**src/rtl/i2s_tx.sv**
```systemverilog
`timescale 1ns/1ps
`default_nettype none
// ============================================================================
// Module   : i2s_tx
// Purpose  : 24-bit stereo I2S transmitter, 64 sclk per frame, sclk derived
//            from clk by SCLK_DIV. Define I2S_LJ_FORMAT_EN for left-justified.
// Revision : 1.0 - initial release
// ============================================================================
module i2s_tx #(
  parameter int unsigned SCLK_DIV = 4
) (
  input  logic        clk,
  input  logic        reset,
  input  logic [23:0] l_data,
  input  logic [23:0] r_data,
  output logic        ena,
  output logic        sclk,
  output logic        lrclk,
  output logic        sdata
);

  localparam logic [7:0] DIV_LAST = 8'(SCLK_DIV - 1);
`ifdef I2S_LJ_FORMAT_EN
  localparam logic LRCLK_RESET = 1'b0;
`else
  localparam logic LRCLK_RESET = 1'b1;
`endif

  logic [7:0]  div_cnt_q, div_cnt_d;
  logic        sclk_q, sclk_d;
  logic [5:0]  bit_cnt_q, bit_cnt_d;
  logic        lrclk_q, lrclk_d;
  logic        sdata_q, sdata_d;
  logic        ena_q, ena_d;
  logic [23:0] l_hold_q, l_hold_d;
  logic [23:0] r_hold_q, r_hold_d;

  logic        div_wrap;
  logic        fall_evt;
  logic        frame_wrap;
  logic [4:0]  slot_bit;
  logic [23:0] slot_word;
  logic        slot_val;
  logic        next_lrclk;

  always_comb begin
    div_wrap   = (div_cnt_q == DIV_LAST);
    fall_evt   = div_wrap & sclk_q;
    frame_wrap = fall_evt & (bit_cnt_q == 6'd63);

    div_cnt_d = div_wrap ? 8'd0 : div_cnt_q + 8'd1;
    sclk_d    = sclk_q ^ div_wrap;
    bit_cnt_d = fall_evt ? bit_cnt_q + 6'd1 : bit_cnt_q;
    ena_d     = fall_evt & (bit_cnt_q == 6'd31);

    l_hold_d  = frame_wrap ? l_data : l_hold_q;
    r_hold_d  = frame_wrap ? r_data : r_hold_q;

    // Output bit is chosen for the slot position being entered, so a word
    // loaded on this edge is already visible to the serialiser.
    slot_bit  = bit_cnt_d[4:0];
    slot_word = bit_cnt_d[5] ? r_hold_d : l_hold_d;
    slot_val  = 1'b0;
`ifdef I2S_LJ_FORMAT_EN
    if (slot_bit <= 5'd23) begin
      slot_val = slot_word[5'd23 - slot_bit];
    end
    next_lrclk = ~bit_cnt_d[5];
`else
    if ((slot_bit >= 5'd1) && (slot_bit <= 5'd24)) begin
      slot_val = slot_word[5'd24 - slot_bit];
    end
    next_lrclk = bit_cnt_d[5];
`endif

    sdata_d = fall_evt ? slot_val   : sdata_q;
    lrclk_d = fall_evt ? next_lrclk : lrclk_q;
  end

  always_ff @(posedge clk) begin
    if (reset) begin
      div_cnt_q <= 8'd0;
      sclk_q    <= 1'b0;
      bit_cnt_q <= 6'd63;
      lrclk_q   <= LRCLK_RESET;
      sdata_q   <= 1'b0;
      ena_q     <= 1'b0;
      l_hold_q  <= 24'd0;
      r_hold_q  <= 24'd0;
    end else begin
      div_cnt_q <= div_cnt_d;
      sclk_q    <= sclk_d;
      bit_cnt_q <= bit_cnt_d;
      lrclk_q   <= lrclk_d;
      sdata_q   <= sdata_d;
      ena_q     <= ena_d;
      l_hold_q  <= l_hold_d;
      r_hold_q  <= r_hold_d;
    end
  end

  assign ena   = ena_q;
  assign sclk  = sclk_q;
  assign lrclk = lrclk_q;
  assign sdata = sdata_q;

endmodule
`default_nettype wire

```
**config.mk**
```make
export PLATFORM = sky130hd
export DESIGN_NAME = i2s_tx
export DESIGN_NICKNAME = d
export VERILOG_FILES = /design/src/rtl/i2s_tx.sv
export SDC_FILE = /design/constraint.sdc
export NUM_CORES = 1
export LEC_CHECK = 0
export CORE_MARGIN = 2
export CORE_UTILIZATION = 58
export DETAILED_ROUTE_END_ITERATION = 6
export MAX_ROUTING_LAYER = met4
export PLACE_DENSITY = 0.94
export SYNTH_ARGS = -nofsm -noshare
export SYNTH_HDL_FRONTEND = slang
export SYNTH_SLANG_ARGS = --single-unit
```
**constraint.sdc**
```tcl
create_clock -name clk -period 9.6 [get_ports clk]
set_clock_uncertainty 0.2 [all_clocks]
set_input_delay 1.44 -clock clk [delete_from_list [all_inputs] [get_ports clk]]
set_output_delay 1.44 -clock clk [all_outputs]
set_load 0.03 [all_outputs]
```
[Word level (Yosys, flattened, before mapping)]
Cells that the tools add are included.
Word-level totals
  output and inout port bits: 4
  word-level logic and storage cells: 30
  bits in registers: 66
  bits of input ports: 50
Cells by class
  reductions and logical operators: 2
  eq/ne operators: 3
  $add $sub $neg: 3
  mux-type cells: 7
  order comparisons: 3
  bitwise operators: 4
Operator list (count)
  $mux 24: 3
  $add 8x1->8 const B: 1
  $eq 8x2->1 const B: 1
  $add 6x1->6 const B: 1
  $eq 6x5->1 const B: 1
  $eq 6x6->1 const B: 1
  $lt 5x6->1 const B: 1
  $mux 6: 1
  $bmux 1 s5: 1
  $ge 5x1->1 const B: 1
  $le 5x5->1 const B: 1
  $sub 5x5->5 const A: 1
  $and 1x1->1: 3
  $mux 1: 2
  $reduce_or 2->1: 1
  $logic_and 1x1->1: 1
  $xor 1x1->1: 1

[Depth between registers and ports, before layout]
  depth in word-level cells: 8
  mapped depth: 15
  gate-level depth less buffers: 13

[Least setup slack after synthesis]
Ideal clock, no wire load.
  kind: register to register
  start: reg div_cnt_q[0]
  end: reg sdata_q (netlist: sdata)
  library setup time: 0.135 ns
  path buffers: 2
  period minus slack after synthesis: 4.110 ns
  slack: 5.490 ns
  required time: 9.265 ns
  arrival time: 3.775 ns
  stages on the path, launching flop included: 16
  cell sequence: dfxtp_1 > ha_1 > or4b_2 > nor4_1 > ha_1 > buf_2 > xor2_1 > inv_1 > clkbuf_1 > ha_1 > xor3_1 > nand2b_1 > a2111oi_0 > a311oi_1 > nand4_1 > a221oi_2
Between the ends
  longest elaborated chain between the ends: 8
  elaborated cells on any way between the ends: 14
  those cells by class: 1 x add/sub; 2 x order compare; 1 x eq/ne; 7 x mux; 2 x bitwise; 1 x reduce/logical
Ends and longest elaborated chain
  start, declared: RTL line 29  | logic [7:0] div_cnt_q, div_cnt_d;
  start signal, assigned: RTL line 91  | div_cnt_q <= div_cnt_d;
  $eq 8x2->1 (*): RTL line 47  | div_wrap = (div_cnt_q == DIV_LAST);
  $and 1x1->1 (*): RTL line 48  | fall_evt = div_wrap & sclk_q;
  branches (longest 6 deep; another with $sub 5x5->5)
  end signal, assigned: RTL line 95  | sdata_q <= sdata_d;
  end, declared: RTL line 33  | logic sdata_q, sdata_d;
Every way passes the cells marked *. The select of a mux whose other input is x is not followed.
A chain may end at the register's enable or synchronous reset.

[Worst setup path in the final report]
Ends and elaborated chain as after synthesis.

==> flow_metrics.env <==
export IMPL_status="finished clean"
export IMPL_critPathArrivalTime_ps=5260
export IMPL_finalPower_w=0.000577
export IMPL_nets=606
export IMPL_drive_above_1_share=0.0737
export IMPL_crit_path_max_fanout=38
export IMPL_insertion_delay_ps=360
export IMPL_ioPinCount=54
export IMPL_fin_crit_sh=0.545
export IMPL_fp_dieH_um=86.4
export IMPL_critPathCapture="sdata"
export IMPL_startpoint="div_cnt_q[0]"
export IMPL_grt_overflow_total=0
export IMPL_worst_setup_path_start_kind="flop"
export IMPL_synth_warnings=0
export IMPL_vdd_drop_max_mv=0.0987
export IMPL_avgSynthCellArea_sq_um=7.52
export IMPL_cts_tree="done"
export IMPL_drv_cap=0
export IMPL_ant_nets=0
export IMPL_seq_area_sq_um=1320
export IMPL_r2r_start="div_cnt_q[0]"
export IMPL_synthArstFlopShare=0
export IMPL_n_fill_cell=527
export IMPL_cts_sinks=66
export IMPL_syn_num_nets=579
export IMPL_hpwl_mm=7.47
export IMPL_maxSlewViolCount=0
export IMPL_slowest_delay_ps=620
export IMPL_p_leak_nw=1.63
export IMPL_totalWireLength_mm=11.5
export IMPL_dp_slack_ps=4590
export IMPL_slew_headroom=0.261
export IMPL_grt_pass1_vias=3848
export IMPL_die_area_sq_um=7470
export IMPL_clkTransAtPathRegs_ps=70
export IMPL_vias_per_cell=6.69
export IMPL_vias=4254
export IMPL_fin_util=0.690
export IMPL_synth_edf_count=0
export IMPL_antenna_found_initial=0
export IMPL_syn_to_final_growth_pct=17.0
export IMPL_power_density_nw_per_um2=125
export IMPL_grt_usage=0.314
export IMPL_synth_flop_cell="dfxtp_1"
export IMPL_h_tree_depth=3
export IMPL_cts_resized=0
export IMPL_cp_required_ps=9630
export IMPL_multi_input_area_sq_um=2380
export IMPL_crit_type="reg -> reg"
export IMPL_rows=30
export IMPL_place_congestion=0.971
export IMPL_r2r_slack_ps=4370
export IMPL_grt_max_degree=57
export IMPL_diodes=0
export IMPL_post_cts_buffers=0
export IMPL_first_iter_violations=484
export IMPL_grt_pass1_wl_mm=18.1
export IMPL_drc=0
export IMPL_ctsHoldBuffers=0
export IMPL_coreArea_sq_um=6680
export IMPL_fmax_mhz=191
export IMPL_firstDrtPassIters=5
export IMPL_clk_path_buf_depth=2
export IMPL_initial_utilization=0.590
export IMPL_rr_worst_depth=13
export IMPL_hold_path_class="reg -> reg"
export IMPL_worstReg2RegEnd="sdata"
export IMPL_root_buffer="clkbuf_8"
export IMPL_die_x_um=86.4
export IMPL_period_minus_slack_ps=5230
export IMPL_path_cells="ha_1, or4b_2, nor4_1, ha_1, and4_1, buf_4, nand3_2, buf_4, a2111oi_0, or4_1, a31oi_1, o311ai_1, a221oi_2"
export IMPL_ys_types=60
export IMPL_rsz0062_at_grt="no"
export IMPL_cts_buffers=9
export IMPL_tightestPinTransition_ps=1110
export IMPL_ys_seq_area_frac=0.335
export IMPL_cp_end_kind="flop"
export IMPL_holdWs_ps=264
export IMPL_ys_ff_latch=66
export IMPL_wire_per_inst_um=18.1
export IMPL_port_buffers=53
export IMPL_synthesis_area_sq_um=3940
export IMPL_hold_viol_final=0
export IMPL_setup_ws_ps=4370
export IMPL_fin_setup_tns_ps=0
export IMPL_synthCells=524
export IMPL_cp_slowest_cell="nand3_2"
export IMPL_setup_viol=0
-- critical path, delay by kind of cell, from the launching register on --
kind / cells / cell delay (ps)
flip-flops: 1 / 390
buffers and inverters: 2 / 790
AND/OR/NAND/NOR: 5 / 1970
AO/OA/AOI/OAI: 4 / 900
adder cells (fa/ha/maj): 2 / 790
-- report_power, final --
part	switching, W	internal (W)	leakage, nW	total, W
clock	0.000111	0.000134	0.0986	0.000245
sequential	0.00000326	0.000277	0.532	0.000280
combinational	0.0000249	0.0000268	0.998	0.0000517
-- metrics by stage --
step                instance area [sq um]  cells
finish                               4610    636
CTS                                  4610    636
global route                         4610    636
detailed placement                   4400    620
global placement                     4400    620
floorplan                            3940    524
-- layer usage --
| layer | routed length [um] | track usage | vias to the layer above |
|---|---|---|---|
| li1 | - | - | 1932 |
| met2 | 5390 | 0.472 | 294 |
| met3 | 1220 | 0.0714 | 45 |
| met1 | 4520 | 0.394 | 1983 |
| met4 | 387 | 0.162 | 0 |
| met5 | 0 | - | - |
-- cell families after synthesis --
group | synth area share
flops | 0.335
compound gates | 0.242
xor+xnor | 0.0327
buf+inv | 0.0626
mux | 0.0429
fa+ha+maj | 0.0159
simple gates | 0.269
-- Yosys cell counts (all sizes together) (2+ instances only) --
| master | instances | area, sq um |
|---|---|---|
| a2111oi | 10 | 106 |
| a211o | 4 | 35.0 |
| a211oi | 15 | 113 |
| a21boi | 2 | 15.0 |
| a21oi | 59 | 295 |
| a311o | 2 | 20.0 |
| a311oi | 4 | 35.0 |
| a31oi | 11 | 68.8 |
| and2 | 2 | 12.5 |
| and3 | 24 | 150 |
| and4 | 3 | 28.8 |
| buf | 22 | 136 |
| clkbuf | 21 | 80.1 |
| dfxtp | 66 | 1320 |
| ha | 5 | 62.6 |
| inv | 7 | 26.3 |
| mux2 | 7 | 78.8 |
| mux2i | 9 | 90.1 |
| nand2 | 133 | 499 |
| nand2b | 2 | 12.5 |
| nand3 | 18 | 90.1 |
| nand3b | 2 | 15.0 |
| nand4 | 5 | 37.5 |
| nor2 | 16 | 67.6 |
| nor2b | 3 | 18.8 |
| nor3 | 10 | 50.1 |
| nor4 | 3 | 18.8 |
| o2111ai | 2 | 17.5 |
| o21ai | 15 | 75.1 |
| o311ai | 5 | 43.8 |
| o31ai | 3 | 22.5 |
| o32ai | 2 | 17.5 |
| or2 | 3 | 18.8 |
| or4 | 3 | 22.5 |
| xnor2 | 3 | 26.3 |
| xor2 | 9 | 78.8 |
-- registers in the layout (all words and copies together), names as in the netlist --
signal and count:
l_hold_q 24, r_hold_q 24, div_cnt_q 8, bit_cnt_q 6, ena 1, lrclk 1
sclk 1, sdata 1
-- how the worst min path moves through the flow --
stage | from | endpoint | slack [ps] | depth (start not counted)
after floorplan | l_hold_q[1] | l_hold_q[1] | 230 | 2
after global placement | r_hold_q[15] | r_hold_q[15] | 250 | 2
after detailed placement | r_hold_q[15] | r_hold_q[15] | 250 | 2
after CTS | r_hold_q[15] | r_hold_q[15] | 260 | 2
after global routing | r_hold_q[0] | r_hold_q[0] | 290 | 2
final | r_hold_q[15] | r_hold_q[15] | 260 | 2
-- cell type report --
class	count	area share
flip-flops and latches	66	0.287
inverters	8	0.00651
well taps	80	0.0217
multi-input cells	407	0.517
clock buffers	12	0.0337
clock inverters	4	0.0109
repair buffers	59	0.124
-- layout by cell type, fill, tap and decap left out, types with 4 or more instances in the layout --
cell type / count
nand2_1: 133
dfxtp_1: 66
a21oi_1: 59
clkdlybuf4s50_1: 52
and3_1: 24
nand3_1: 17
nor2_1: 15
a211oi_1: 15
o21ai_0: 13
a31oi_1: 11
clkbuf_8: 11
xor2_1: 9
mux2i_1: 9
nor3_1: 9
a2111oi_0: 9
inv_1: 7
mux2_2: 7
buf_4: 6
ha_1: 5
nand4_1: 4
a211o_1: 4
a311oi_1: 4
(Power assumes the default switching activity.)
==> edit: new RTL, config.mk and constraints unchanged <==
Add a define of `I2S_LJ_FORMAT_EN`.
--- a/src/rtl/i2s_tx.sv
+++ b/src/rtl/i2s_tx.sv
@@ -6,6 +6,8 @@
 //            from clk by SCLK_DIV. Define I2S_LJ_FORMAT_EN for left-justified.
 // Revision : 1.0 - initial release
 // ============================================================================
+`define I2S_LJ_FORMAT_EN
+
 module i2s_tx #(
   parameter int unsigned SCLK_DIV = 4
 ) (
Behaviour: not the same (a bounded check fails within 4 cycles, from zero or initial values and one cycle with reset high).
==> edit against the original RTL <==
Final cell count shrank 1.4%; sequential share of layout area grew 2.1 points; power shrank 1.6%; count of clock-buffer cells in the layout grew 2; cell area shrank 6.8%; routed wire length shrank 16%; fmax grew 18%; setup slack gained 0.80 ns; synthesized area shrank 7.3%; sequential cell count is the same; synthesized cell count shrank 1.5%; critical endpoint unchanged; largest power group unchanged; highest routed layer unchanged.
==> edit: results (changes against the original RTL) <==
Clock root buffer -> clkbuf_8
Post-DP HPWL -> 6.02 mm (-19%)
XOR/XNOR share of the synthesized area -> 3.63% (+0.36 points)
Register area share after synthesis -> 36.2% (+2.6 points)
GR Util met1 -> 33.3% (-6.1 points)
Via count -> 3825 (-10%)
Crit path DAT -> 4.47 ns (-0.79 ns)
Placed inst area -> 4100 µm² (-6.9%)
Number of global-route vias before repair -> 3570 (-7.2%)
Largest net degree at the start of global routing -> 64 (+12%)
Iter 0 DRT Violations -> 394 (-19%)
Post-synthesis compound-gate area fraction -> 16.6% (-7.6 points)
Share of layout cells above drive strength 1 -> 4.89% (-2.5 points)
Number of antenna violations at the first check in global routing -> 0 (unchanged)
Met3 Track Usage GR -> 8.25% (+1.1 points)
Leak -> 1.55 nW (-4.7%)
Post-Synth Adder-Cell Area -> 1.37% (-0.22 points)
Fill cells -> 476 (-9.7%)
Netlist cell types -> 49 (-18%)
GR Layer Usage met2 -> 46.1% (-1.1 points)
Status -> finished, final reports clean
Dominant cells by area after synthesis -> dfxtp_1 36%, nand2_1 18%, a21oi_1 7.1%, nor2_1 5.4%, nand3_1 3.8%
Rel. slew slack -> 27.6% (+1.5 points)
Post-synthesis mux area share -> 3.56% (-0.73 points)
Commonest cells post-synth -> 177 x nand2_1, 66 x dfxtp_1, 53 x nor2_1
Slowest cell delay on critical path -> 0.81 ns (+0.19 ns)
First-pass GRT wire length -> 16.2 mm (-11%)
VDD IR max -> 0.000113 V (+14%)
Synth Net Count -> 570 (-1.6%)
Crit-path max FO -> 54 (+42%)
Reg2reg setup slack -> 5.17 ns (+0.80 ns)
# nets final -> 601 (-0.83%)
[edit: cell types whose count changed in the layout (fill, tap and decap cells not counted), sizes merged, moves of 7 or more]
cell | unedited run | this run
nand2 | 133 | 177
and3 | 24 | 5
a211oi | 15 | 0
a2111oi | 10 | 0
o2111ai | 2 | 9
nor2 | 16 | 54
o21ai | 15 | 1
a21oi | 59 | 52
nor3 | 10 | 2
nand3 | 18 | 29
mux2 | 7 | 0
[edit: cells by family after synthesis]
family / after synthesis
xor+xnor: 13
buf+inv: 41
simple gates: 284
fa+ha+maj: 4
compound gates: 95
flops: 66
mux: 13
[edit: layout make-up]
type                            instances  area share, %
Sequential cell                        66           30.8
Tap cell                               75           2.18
Multi-Input combinational cell        409           49.2
Clock buffer                           14           3.79
Inverter                                4          0.349
Timing Repair Buffer                   57           12.9
Clock inverter                          2          0.815
[edit: path summary, 6_finish.rpt]
check,start,to,depth (start not counted)
max reg2reg,div_cnt_q[0],sdata,11
max,div_cnt_q[0],sdata,11
min reg2reg,l_hold_q[12],l_hold_q[12],2
min,l_hold_q[12],l_hold_q[12],2
[edit: per-stage QoR]
step | setup slack, ns | util, % | instances | power (mW)
floorplan | 6.66 | - | 516 | 0.305
global placement | 5.52 | 68.4 | 611 | 0.331
detailed placement | 5.36 | 68.4 | 611 | 0.332
CTS | 5.28 | 71.7 | 627 | 0.570
global route | 4.93 | 71.7 | 627 | 0.586
finish | 5.17 | 71.7 | 627 | 0.568
[edit: power by group]
part | internal (mW) | switching [mW] | total [mW]
Clock | 0.134 | 0.106 | 0.241
Combinational | 0.0256 | 0.0221 | 0.0478
Sequential | 0.277 | 0.00289 | 0.279
Total | 0.436 | 0.131 | 0.568
[edit: layer usage]
layer,part of all wire [%],vias up
li1,-,1818
met1,40,1754
met2,49,208
met3,7.6,45
met4,3.1,0
met5,0,-
